**config.mk**
```make
export PLATFORM = sky130hd
export DESIGN_NAME = alu_simd_accum_ctrl
export DESIGN_NICKNAME = d
export VERILOG_FILES = /design/src/rtl/alu_simd_accum_ctrl.sv
export SDC_FILE = /design/constraint.sdc
export NUM_CORES = 1
export LEC_CHECK = 0
export ABC_AREA = 1
export BUFFER_PORTS_ARGS = -buffer_cell sky130_fd_sc_hd__clkbuf_2
export CORE_AREA = 2 2 229 231
export CTS_CLUSTER_DIAMETER = 60
export DETAILED_ROUTE_END_ITERATION = 10
export DIE_AREA = 0 0 231 233
export GPL_TIMING_DRIVEN = 0
export PLACE_DENSITY_LB_ADDON = 0.15
export SETUP_SLACK_MARGIN = 0.02
export SLEW_MARGIN = 20
export SYNTH_ARGS = -nofsm -noshare
export SYNTH_HDL_FRONTEND = slang
export SYNTH_SLANG_ARGS = --single-unit
```
**constraint.sdc**
```tcl
create_clock -name clk -period 3.2 [get_ports clk]
set_input_delay 0.16 -clock clk [delete_from_list [all_inputs] [get_ports clk]]
set_output_delay 0.16 -clock clk [all_outputs]
set_load 0.03 [all_outputs]
```
**src/rtl/alu_simd_accum_ctrl.sv**
```systemverilog
// rtl/alu_simd_accum_ctrl.sv - multi-beat SIMD ALU accumulation sequencer (optional ALU_CTRL_STICKY_OVF_EN)
module alu_simd_accum_ctrl #(
    parameter int WIDTH = 54,
    parameter int CW    = 12,
    parameter int CNT_W = 8
) (
    input  logic             clk,
    input  logic             rst_n,
    input  logic             cmd_valid,
    output logic             cmd_ready,
    input  logic [1:0]       cmd_simd,
    input  logic [3:0]       cmd_alumode,
    input  logic [8:0]       cmd_opmode,
    input  logic [CNT_W-1:0] cmd_len,
    input  logic             cmd_cin,
    input  logic             in_valid,
    output logic             in_ready,
    input  logic [WIDTH-1:0] in_w,
    input  logic [WIDTH-1:0] in_x,
    input  logic [WIDTH-1:0] in_y,
    output logic [3:0]       alu_alumode,
    output logic [8:0]       alu_opmode,
    output logic [1:0]       alu_use_simd,
    output logic [WIDTH-1:0] alu_w,
    output logic [WIDTH-1:0] alu_x,
    output logic [WIDTH-1:0] alu_y,
    output logic [WIDTH-1:0] alu_z,
    output logic             alu_cin,
    output logic [CW-1:0]    alu_carry_in,
    input  logic [WIDTH-1:0] alu_s,
    input  logic [CW-1:0]    alu_carry_out,
    output logic             res_valid,
    input  logic             res_ready,
    output logic [WIDTH-1:0] res_data,
    output logic [CW-1:0]    res_carry,
    output logic [CW-1:0]    res_ovf,
    output logic             cmd_err,
    output logic             busy
);

    typedef enum logic [1:0] {
        S_IDLE = 2'd0,
        S_RUN  = 2'd1,
        S_DONE = 2'd2
    } state_t;

    state_t             state_q, state_d;
    logic [1:0]         simd_q, simd_d;
    logic [3:0]         alumode_q, alumode_d;
    logic [8:0]         opmode_q, opmode_d;
    logic               cin_q, cin_d;
    logic [CNT_W-1:0]   remaining_q, remaining_d;
    logic [WIDTH-1:0]   acc_q, acc_d;
    logic [CW-1:0]      carry_q, carry_d;
    logic               first_q, first_d;
    logic               cmd_err_q, cmd_err_d;

    logic cmd_fire;
    logic cmd_legal;
    logic beat_fire;
    logic last_beat;
    logic res_fire;

    // Handshake qualifiers shared by the FSM and the datapath
    always_comb begin
        cmd_fire  = (state_q == S_IDLE) && cmd_valid;
        cmd_legal = (cmd_simd != 2'b11);
        beat_fire = (state_q == S_RUN) && in_valid;
        last_beat = beat_fire && (remaining_q == CNT_W'(1));
        res_fire  = (state_q == S_DONE) && res_ready;
    end

    // State register
    always_ff @(posedge clk or negedge rst_n) begin
        if (!rst_n) begin
            state_q <= S_IDLE;
        end else begin
            state_q <= state_d;
        end
    end

    // Next-state: IDLE -> RUN on a legal command, RUN -> DONE on last beat, DONE -> IDLE on result handshake
    always_comb begin
        state_d = state_q;
        case (state_q)
            S_IDLE:  if (cmd_fire && cmd_legal) state_d = S_RUN;
            S_RUN:   if (last_beat)             state_d = S_DONE;
            S_DONE:  if (res_fire)              state_d = S_IDLE;
            default:                            state_d = S_IDLE;
        endcase
    end

    // Job context, accumulator, carry chain and beat counter updates
    always_comb begin
        simd_d      = simd_q;
        alumode_d   = alumode_q;
        opmode_d    = opmode_q;
        cin_d       = cin_q;
        remaining_d = remaining_q;
        acc_d       = acc_q;
        carry_d     = carry_q;
        first_d     = first_q;
        cmd_err_d   = cmd_fire && !cmd_legal;
        if (cmd_fire && cmd_legal) begin
            simd_d      = cmd_simd;
            alumode_d   = cmd_alumode;
            opmode_d    = cmd_opmode;
            cin_d       = cmd_cin;
            // A zero length still runs one beat so the job always produces a result
            remaining_d = (cmd_len == '0) ? CNT_W'(1) : cmd_len;
            acc_d       = '0;
            carry_d     = '0;
            first_d     = 1'b1;
        end
        if (beat_fire) begin
            acc_d       = alu_s;
            carry_d     = alu_carry_out;
            first_d     = 1'b0;
            remaining_d = remaining_q - CNT_W'(1);
        end
    end

    // Datapath registers
    always_ff @(posedge clk or negedge rst_n) begin
        if (!rst_n) begin
            simd_q      <= '0;
            alumode_q   <= '0;
            opmode_q    <= '0;
            cin_q       <= 1'b0;
            remaining_q <= '0;
            acc_q       <= '0;
            carry_q     <= '0;
            first_q     <= 1'b0;
            cmd_err_q   <= 1'b0;
        end else begin
            simd_q      <= simd_d;
            alumode_q   <= alumode_d;
            opmode_q    <= opmode_d;
            cin_q       <= cin_d;
            remaining_q <= remaining_d;
            acc_q       <= acc_d;
            carry_q     <= carry_d;
            first_q     <= first_d;
            cmd_err_q   <= cmd_err_d;
        end
    end

`ifdef ALU_CTRL_STICKY_OVF_EN
    logic [CW-1:0] ovf_q, ovf_d;

    // Sticky lane carry: cleared when a job starts, accumulates every accepted beat's carry vector
    always_comb begin
        ovf_d = ovf_q;
        if (cmd_fire && cmd_legal) begin
            ovf_d = '0;
        end
        if (beat_fire) begin
            ovf_d = ovf_q | alu_carry_out;
        end
    end

    // Sticky lane carry register
    always_ff @(posedge clk or negedge rst_n) begin
        if (!rst_n) begin
            ovf_q <= '0;
        end else begin
            ovf_q <= ovf_d;
        end
    end

    // Sticky carry is only visible alongside a valid result
    always_comb begin
        res_ovf = (state_q == S_DONE) ? ovf_q : '0;
    end
`else
    // Without the sticky register the port is tied off
    always_comb begin
        res_ovf = '0;
    end
`endif

    // Outputs: handshakes from state, ALU operands gated to RUN, result gated to DONE
    always_comb begin
        cmd_ready    = (state_q == S_IDLE);
        in_ready     = (state_q == S_RUN);
        busy         = (state_q != S_IDLE);
        cmd_err      = cmd_err_q;
        alu_alumode  = alumode_q;
        alu_opmode   = opmode_q;
        alu_use_simd = simd_q;
        alu_w        = '0;
        alu_x        = '0;
        alu_y        = '0;
        alu_z        = '0;
        alu_cin      = 1'b0;
        alu_carry_in = '0;
        res_valid    = 1'b0;
        res_data     = '0;
        res_carry    = '0;
        if (state_q == S_RUN) begin
            alu_w        = in_w;
            alu_x        = in_x;
            alu_y        = in_y;
            // The first beat starts from a clean accumulator and takes the job's carry-in
            alu_z        = first_q ? '0 : acc_q;
            alu_cin      = first_q ? cin_q : 1'b0;
            alu_carry_in = first_q ? '0 : carry_q;
        end
        if (state_q == S_DONE) begin
            res_valid = 1'b1;
            res_data  = acc_q;
            res_carry = carry_q;
        end
    end

endmodule

```
==> qor.yml <==
postSynthCellCount: 960
yosys.area.top_type: "dfrtp_1"
start_util_pct: 11.6
ctsResizeCount: 0
maxCapViolCount: 0
antenna_found_initial: 1
cts_root_buf: "clkbuf_16"
place_congestion: 0.806
drt-total-wl_um: 35600
hold_viol: 0
overflow: 0
cts_buffers: 9
grt_pass1_vias: 7554
met3WireLength_um: 2470
post-route-period-util_pct: 77.1
clkLatencyLatePin_ns: 0.37
drive_gt1_share_pct: 39.1
worstPathRequired_ns: 3.04
fin_setup_tns_ns: 0
p_total_uw: 9540
drtIter0Drc: 251
gr-usage-all-layers_pct: 12.4
synth_seq_cells: 94
slew_headroom_pct: 42.1
syn_area_mm2: 0.00590
ys_types: 26
finalSetupViolCount: 0
vias: 7925
fillCellCount: 5919
critPathKind: "reg -> out"
synth_area_leaders: "dfrtp_1 (40%), nor2_1 (20%), inv_1 (16%)"
dieArea_mm2: 0.0538
dpl.hpwl_um: 30600
post-route-drc-count: 0
synth_area_per_cell_um2: 6.15
cts_tree: "done"
ioPinCount: 584
cp-end-kind: "primary output"
power_density_mw_per_mm2: 885
drv_slew: 0
rsz0062_at_grt: "false"
clock_sinks: 94
critPathMaxFanout: 10
cts.htree.levels: 3
die_h_um: 233
tightest_slew_ns: 0.868
final_nets: 1889
core_mm2: 0.0511
max_freq_mhz: 405
hold_path.class: "in -> reg"
synth_top_area_share_pct: 39.9
ys_warn_count: 0
clock_skew_ns: 0.0111
outcome: "finished, final reports clean"
die_w_um: 231
cp.arrival_ns: 2.31
syn2layout_area_growth_pct: 82.7
firstDrtPassIters: 4
power.leakage_uw: 0.00662
grt_max_degree: 54
period_minus_slack_ns: 2.47
grt_pass1_wl_um: 48700
ant_nets: 0
startpoint_type: "flip-flop"
ys_seq_area_share_pct: 39.9
clk_pin_slew_worst_paths_ns: 0.08
clockBufferDepth: 2
wl_met2_um: 18900
antenna_cells: 0
top_layer: "met5"
ir_drop_v: 0.000343
vias_per_cell: 3.42
wl_met1_um: 13600
portBuffers: 571
rows: 83
wire_per_inst_um: 15.4
-- placed cells by master, fill, tap and decap left out, drive strengths merged --
master / netlist / routed
o211ai: 1 / 1
nand3: 8 / 8
dfrtp: 94 / 94
dlygate4sd3: 0 / 76
nand4: 1 / 1
ha: 2 / 2
inv: 248 / 249
conb: 1 / 12
a21oi: 6 / 6
buf: 45 / 46
nor2: 313 / 313
clkinv: 0 / 1
nor3: 2 / 2
o22a: 1 / 1
o21ai: 79 / 79
clkbuf: 18 / 599
nand2: 140 / 140
clkinvlp: 0 / 2
bufinv: 0 / 2
a22oi: 1 / 1
-- routing by layer --
metal  vias up  global-route usage, %
met4         2                   3.23
met5         -                      0
met3        19                   3.28
met1      3594                   13.8
li1       4013                      -
met2       297                   23.2
-- synthesized netlist by cell type, drive strengths merged --
master  number
nand2      140
o21ai       79
o22a         1
conb         1
nand4        1
ha           2
nor2       313
o211ai       1
dfrtp       94
inv        248
buf         45
clkbuf      18
nand3        8
a22oi        1
nor3         2
a21oi        6
-- flip-flops by register name, summed over array words and instances, names as in the netlist --
name	count
carry_q	12
alu_use_simd	2
first_q	1
cin_q	1
state_q	2
alu_alumode	4
alu_opmode	9
cmd_err	1
remaining_q	8
acc_q	54
-- where the power goes --
part | switching, µW | internal (µW)
logic | 4830 | 1620
registers | 181 | 1640
clock network | 562 | 713
total | 5580 | 3970
-- stage by stage --
| stage | hold slack (ns) | cells | utilization (%) | instance area [µm²] | worst slack, ns |
|---|---|---|---|---|---|
| final | 0.0245 | 2315 | 21.1 | 10800 | 0.732 |
| after global routing | 0.0213 | 2315 | 21.1 | 10800 | 0.515 |
| after CTS | 0.000790 | 2315 | 21.1 | 10800 | 0.551 |
| after detailed placement | 0.142 | 2223 | 19.0 | 9690 | 0.988 |
| after global placement | 0.355 | 2222 | 18.9 | 9650 | 0.280 |
| after floorplan | -0.136 | 971 | - | 5940 | 1.27 |
-- timing repair --
action,4_1_cts,5_1_grt
hold endpoints to repair,116,0
hold buffers,76,0
buffers inserted,0,0
-- cell families after synthesis --
| kind of cell | after synthesis | synth area share (%) |
|---|---|---|
| adders and majority gates | 2 | 0.424 |
| DFF | 94 | 39.9 |
| other | 1 | 0.0635 |
| AOI/OAI and AO/OA | 88 | 7.61 |
| and+or+nand+nor | 464 | 30.1 |
| buffers and inverters | 311 | 21.9 |
-- cell type report --
cell class	instances	area, µm²	area share, %
buffer	63	362	3.35
clock buffer	10	239	2.22
clock inverter	6	92.6	0.859
inverter	248	931	8.64
multi-input combinational	566	2300	21.3
sequential	94	2350	21.8
tap	680	851	7.89
timing repair buffer	648	3650	33.9
-- critical path, cell delays in order (launching register included) --
cell and delay (ns):
dfrtp_1 0.39, inv_1 0.08, nor2_1 0.05, inv_1 0.16
clkbuf_1 0.66, nor2_1 0.26, clkbuf_2 0.31
-- path summary, 6_finish.rpt --
| check | start | to | slack [ns] | cells past startpoint |
|---|---|---|---|---|
| min | alu_carry_out[9] | carry_q[9]$_DFFE_PN0P_ | 0.02 | 3 |
| min in group asynchronous | rst_n | acc_q[40]$_DFFE_PN0P_ | 0.28 | 2 |
| max | state_q[1]$_DFFE_PN0P_ | res_carry[7] | 0.73 | 6 |
| min reg2reg | alu_opmode[5]$_DFFE_PN0P_ | alu_opmode[5]$_DFFE_PN0P_ | 0.48 | 2 |
| max in group asynchronous | rst_n | acc_q[15]$_DFFE_PN0P_ | 2.27 | 3 |
| max reg2reg | state_q[1]$_DFFE_PN0P_ | carry_q[8]$_DFFE_PN0P_ | 1.57 | 7 |
Note: power is estimated with default switching activity, not from simulation.
